`config.mk`:
```
export PLATFORM = sky130hd
export DESIGN_NAME = sin_job_sequencer
export DESIGN_NICKNAME = d
export VERILOG_FILES = /design/src/rtl/sin_job_sequencer.sv
export SDC_FILE = /design/constraint.sdc
export NUM_CORES = 1
export LEC_CHECK = 0
export ABC_AREA = 1
export CAP_MARGIN = 20
export CORE_ASPECT_RATIO = 1.2
export CORE_UTILIZATION = 47
export CTS_CLUSTER_SIZE = 40
export DETAILED_ROUTE_END_ITERATION = 7
export PLACE_DENSITY = 0.7
export SKIP_LAST_GASP = 1
export SLEW_MARGIN = 20
export SYNTH_ARGS = -nofsm -noshare
export SYNTH_HDL_FRONTEND = slang
export SYNTH_SLANG_ARGS = --single-unit
```
`constraint.sdc`:
```
create_clock -name clk -period 3.15 [get_ports clk]
set_input_delay 0.63 -clock clk [delete_from_list [all_inputs] [get_ports clk]]
set_output_delay 0.63 -clock clk [all_outputs]
set_load 0.02 [all_outputs]
```
`src/rtl/sin_job_sequencer.sv`:
```
// sin_job_sequencer: front-end for the 8.8 fixed-point sine core.
// Accepts unsigned 8.8 angles, range-reduces them into [0, pi/2], launches
// the core, then applies the quadrant sign to the core result.
// Optional feature macro: SIN_SEQ_COS_EN adds the cos_sel input and turns
// the job into sin(x + pi/2).
//
// Handshake rules (both ports): a transfer happens on a rising clk edge
// where valid && ready are both high. in_ready is high only in IDLE and an
// in_valid seen outside IDLE is dropped. out_valid stays high with out_data
// held until out_ready is seen.
module sin_job_sequencer #(
  parameter int           PI_Q      = 804,
  parameter int           HALF_PI_Q = 402,
  parameter int           TWO_PI_Q  = 1608,
  parameter logic [7:0]   YIN_CONST = 8'h00,
  parameter int           TIMEOUT   = 64
) (
  input  logic        clk,
  input  logic        rst,
  input  logic        in_valid,
  output logic        in_ready,
  input  logic [15:0] in_angle,
`ifdef SIN_SEQ_COS_EN
  input  logic        cos_sel,
`endif
  output logic        core_start,
  output logic [15:0] core_xin,
  output logic [7:0]  core_yin,
  input  logic [15:0] core_out,
  input  logic        core_ready,
  output logic        out_valid,
  input  logic        out_ready,
  output logic [15:0] out_data,
  output logic        err,
  output logic [2:0]  dbg_state
);

  typedef enum logic [2:0] {
    ST_IDLE  = 3'd0,
    ST_MOD   = 3'd1,
    ST_QUAD  = 3'd2,
    ST_START = 3'd3,
    ST_GUARD = 3'd4,
    ST_WAIT  = 3'd5,
    ST_OUT   = 3'd6
  } state_t;

  localparam logic [16:0] PI_W   = 17'(PI_Q);
  localparam logic [16:0] HALF_W = 17'(HALF_PI_Q);
  localparam logic [16:0] TWO_W  = 17'(TWO_PI_Q);
  localparam logic [6:0]  T_LAST = 7'(TIMEOUT - 1);

  state_t      state;
  logic [16:0] acc;
  logic        neg;
  logic [6:0]  timer;

  logic [16:0] load_val;
  logic [16:0] quad_sub;
  logic        quad_neg;
  logic [15:0] quad_xin;

  assign core_yin  = YIN_CONST;
  assign dbg_state = state;

  // Value loaded into the accumulator on accept (cosine adds a quarter turn).
  always_comb begin
    load_val = {1'b0, in_angle};
`ifdef SIN_SEQ_COS_EN
    if (cos_sel) load_val = {1'b0, in_angle} + HALF_W;
`endif
  end

  // Quadrant fold: drop a half turn (sets the sign), then reflect about pi/2.
  always_comb begin
    quad_neg = 1'b0;
    quad_sub = acc;
    if (acc >= PI_W) begin
      quad_sub = acc - PI_W;
      quad_neg = 1'b1;
    end
    quad_xin = 16'(quad_sub);
    if (quad_sub > HALF_W) quad_xin = 16'(PI_W - quad_sub);
  end

  // Job sequencer FSM with registered handshake and core-side outputs.
  always_ff @(posedge clk or negedge rst) begin
    if (!rst) begin
      state      <= ST_IDLE;
      in_ready   <= 1'b1;
      core_start <= 1'b0;
      core_xin   <= 16'h0000;
      out_valid  <= 1'b0;
      out_data   <= 16'h0000;
      err        <= 1'b0;
      acc        <= 17'd0;
      neg        <= 1'b0;
      timer      <= 7'd0;
    end else begin
      case (state)
        ST_IDLE: begin
          if (in_valid && in_ready) begin
            acc      <= load_val;
            neg      <= 1'b0;
            in_ready <= 1'b0;
            state    <= ST_MOD;
          end
        end
        ST_MOD: begin
          // One 2*pi subtraction per cycle keeps the datapath a single subtractor.
          if (acc >= TWO_W) acc <= acc - TWO_W;
          else              state <= ST_QUAD;
        end
        ST_QUAD: begin
          acc        <= {1'b0, quad_xin};
          neg        <= quad_neg;
          core_xin   <= quad_xin;
          core_start <= 1'b1;
          state      <= ST_START;
        end
        ST_START: begin
          core_start <= 1'b0;
          timer      <= 7'd0;
          state      <= ST_GUARD;
        end
        ST_GUARD: begin
          // core_ready may still be high from the previous job; skip it.
          state <= ST_WAIT;
        end
        ST_WAIT: begin
          if (core_ready) begin
            out_data  <= neg ? 16'(16'h0000 - core_out) : core_out;
            out_valid <= 1'b1;
            state     <= ST_OUT;
          end else if (timer == T_LAST) begin
            err       <= 1'b1;
            out_data  <= 16'h0000;
            out_valid <= 1'b1;
            state     <= ST_OUT;
          end else begin
            timer <= timer + 7'd1;
          end
        end
        ST_OUT: begin
          if (out_ready) begin
            out_valid <= 1'b0;
            in_ready  <= 1'b1;
            state     <= ST_IDLE;
          end
        end
        default: begin
          out_valid  <= 1'b0;
          core_start <= 1'b0;
          in_ready   <= 1'b1;
          state      <= ST_IDLE;
        end
      endcase
    end
  end

endmodule

```
==> impl_metrics.csv <==
group,metric,value,unit
outcome,status,"completed",
min_path,hp-class,"input port to asynchronous set/reset pin",
die,start_util,48.1,%
drt,drt-total-wl,13700,um
grt,antenna_found_initial,0,
worst_setup_path,end_kind,"flop",
clock_network,clock_latency,0.34,ns
synthesis,synth.cell_area,4810,um2
drt,via_count,4840,
worst_setup_path,r2r-end,"acc[9]",
finish,area_delta_synth_final,25.6,%
sta,hold_viol_final,0,
grt,grt_overflow,0,
worst_setup_path,startpoint_type,"flop",
clock_network,cts_buffers,9,
synthesis,synth-seq-cells,64,
worst_setup_path,reg2reg_depth,17,
drt,viasPerCell,5.23,
die,die_w,94.4,um
finish,n_fill_cell,937,
sta,relSlewSlack,53.2,%
die,core,10000,um2
clock_network,htree_levels,3,
worst_setup_path,crit_fanout,15,
worst_setup_path,critPathRequiredTime,3.36,ns
drt,final_antenna_net_count,0,
grt,grt_max_degree,40,
power,p_per_area,1160,nW/um2
synthesis,synthArstFlopShare,100,%
synthesis,synth_enable_flop_cells,0,
grt,grt_first_pass_wirelength,22200,um
finish,final_area,6050,um2
die,dieHeight,113,um
sta,finalCritPeriodShare,90.9,%
die,rows,40,
placement,place_inst,906,
drt,dr.pass1.iters,5,
finish,final_util,60.4,%
clock_network,cts.clk_slew.worst_paths,0.06,ns
finish,final_layout_size_suffix_gt1_share,12.0,%
synthesis,netlist_instances,711,
finish,stdcell_count,925,
sta,drv_slew,0,
die,ios,84,
clock_network,cts_tree,"done",
drt,drt_iter0_drc,265,
worst_setup_path,crit_type,"flop to flop",
power,vdd_drop_max,0.000503,V
worst_setup_path,r2r_start,"acc[4]",
sta,tns,0,ns
placement,place_area,5680,um2
synthesis,synth_cell_types,45,
placement,portBuffers,75,
sta,setup_viol,0,
synthesis,synthFlopType,"dfrtp_1",
placement,post-dp-hpwl,10300,um
grt,grt.total_usage,27.1,%
sta,worstMarginPinSlew,0.699,ns
clock_network,clockBufferDepth,2,
clock_network,root_buffer,"clkbuf_16",
sta,fmax,0.349,GHz
worst_setup_path,cp_data_arrival_time,3.07,ns
drt,wl_per_cell,14.8,um
placement,globalplace.congestion,0.896,
worst_setup_path,r2r_slack,0.29,ns
flow_run,maxCapViolations,0,
synthesis,yosysSeqAreaShare,33.3,%
power,leakage,0.00295,uW
sta,rsz0062_at_grt,"false",
synthesis,yosys_warnings,0,
synthesis,synth_area_per_cell,6.77,um2
finish,n_antenna_cell,0,
sta,period_needed,2.86,ns
finish,nets,839,
sta,fin_skew,0.00547,ns
die,die_area,10700,um2
grt,grt_pass1_vias,4605,
clock_network,clock_sinks,64,
drt,route.detailed.drc,0,
-- flip-flops by register name, indices dropped and copies added, names as in the netlist --
register / cells
out_data: 16
neg: 1
dbg_state: 3
out_valid: 1
core_xin: 16
err: 1
acc: 17
timer: 7
core_start: 1
in_ready: 1
-- worst max-delay path by stage --
stage,start,end,slack (ns),cells after the start
after floorplan,acc[4],acc[5],0.78,20
after detailed placement,acc[4],acc[1],0.22,18
after global routing,acc[4],acc[9],0.03,17
after global placement,acc[4],acc[9],0.30,17
after CTS,acc[4],acc[1],0.20,18
final,acc[4],acc[9],0.29,17
-- layout make-up --
type | count | area, um2 | share of cell area, %
well taps | 126 | 158 | 2.61
inverters | 90 | 338 | 5.59
flip-flops and latches | 64 | 1600 | 26.5
multi-input cells | 543 | 2750 | 45.5
clock inverters | 4 | 75.1 | 1.24
clock buffers | 12 | 267 | 4.41
repair buffers | 86 | 853 | 14.1
-- layer usage --
metal	share of wire, %	track usage, %
met5	0	0
met4	1.3	7.69
met3	5.4	6.18
met2	49	44.4
met1	45	35.4
-- Yosys cell counts (3+ instances only) --
library cell	instances	area share [%]
nand2_4	7	1.6
nand2_2	20	2.6
a21boi_1	3	0.47
inv_2	11	0.86
nor3_1	13	1.4
nand2_1	215	17
a221oi_1	4	0.73
o21ai_0	35	3.6
nor2_2	5	0.65
a21boi_0	4	0.62
dfrtp_1	63	33
ha_1	8	2.1
nor2_4	4	0.94
inv_1	77	6.0
xor2_1	12	2.2
buf_2	3	0.31
nand4_1	16	2.1
nand3b_1	3	0.47
a211oi_1	7	1.1
nor2_1	82	6.4
clkbuf_1	8	0.62
o21ai_2	7	1.3
nand3_1	40	4.2
buf_4	8	1.2
a21oi_1	21	2.2
a21oi_2	6	1.1
-- per-stage QoR --
stage	worst slack, ns	total power (uW)	hold WS, ns
2_1_floorplan	0.777	4470	0.334
3_3_place_gp	0.304	5810	0.463
3_5_place_dp	0.218	5830	0.458
4_1_cts	0.197	7020	0.336
5_1_grt	0.0291	7610	0.360
6_report	0.288	7020	0.311
-- critical path, stage by stage (launching register included) --
cell and delay [ns]:
dfrtp_1 0.42, inv_1 0.17, ha_1 0.23, nand2_1 0.07, nand2_1 0.11, nand2_2 0.10
nand2_1 0.18, nand2_1 0.07, nand2_1 0.07, nand2_1 0.11, o21ai_2 0.24, nand3_1 0.15
nor2_1 0.17, nand2_2 0.09, nand2_4 0.18, inv_1 0.10, nand4_1 0.15, a21boi_0 0.11
-- layout by cell type (no fill, tap or decap), types with 3 or more instances in the layout --
cell / synthesis / routed
a221oi_1: 4 / 4
inv_2: 11 / 11
a21boi_0: 4 / 4
ha_1: 8 / 8
nor3_1: 13 / 13
clkbuf_8: 0 / 3
a21boi_1: 3 / 3
nand3_1: 40 / 40
nand2_1: 215 / 215
a21oi_2: 6 / 6
clkdlybuf4s50_1: 0 / 74
nor2_2: 5 / 5
nand3b_1: 3 / 3
a21oi_1: 21 / 21
clkbuf_16: 0 / 9
nor2_1: 82 / 82
xor2_1: 12 / 12
nor2_4: 4 / 4
inv_1: 77 / 77
buf_4: 8 / 9
nand4_1: 16 / 16
nand2_2: 20 / 20
a211oi_1: 7 / 7
o21ai_0: 35 / 34
nand2_4: 7 / 7
dfrtp_1: 63 / 63
conb_1: 1 / 8
o21ai_2: 7 / 7
-- logic make-up (layout without fill, tap and decap cells) --
logic type                 after synthesis  in the layout  share of synthesized area, %
AOI/OAI and AO/OA                      101            101                          13.4
buffers and inverters                  111            192                          10.0
and+or+nand+nor                        413            413                          38.7
DFF                                     64             64                          33.3
adders and majority gates                8              8                          2.08
xor gates and xnor gates                13             13                          2.37
other                                    1              8                        0.0779
-- what timing repair did --
item,in CTS,in global routing
resized for setup,0,1
setup buffers,0,3
hold buffers,0,0
endpoints found under the setup margin,0,14
-- power by group --
group / total, uW / internal, uW / switching (uW)
Sequential: 1580 / 1200 / 372
Combinational: 4300 / 1590 / 2710
Clock: 1140 / 758 / 386
Total: 7020 / 3550 / 3470
No activity file was read; power rests on OpenSTA's default activity.
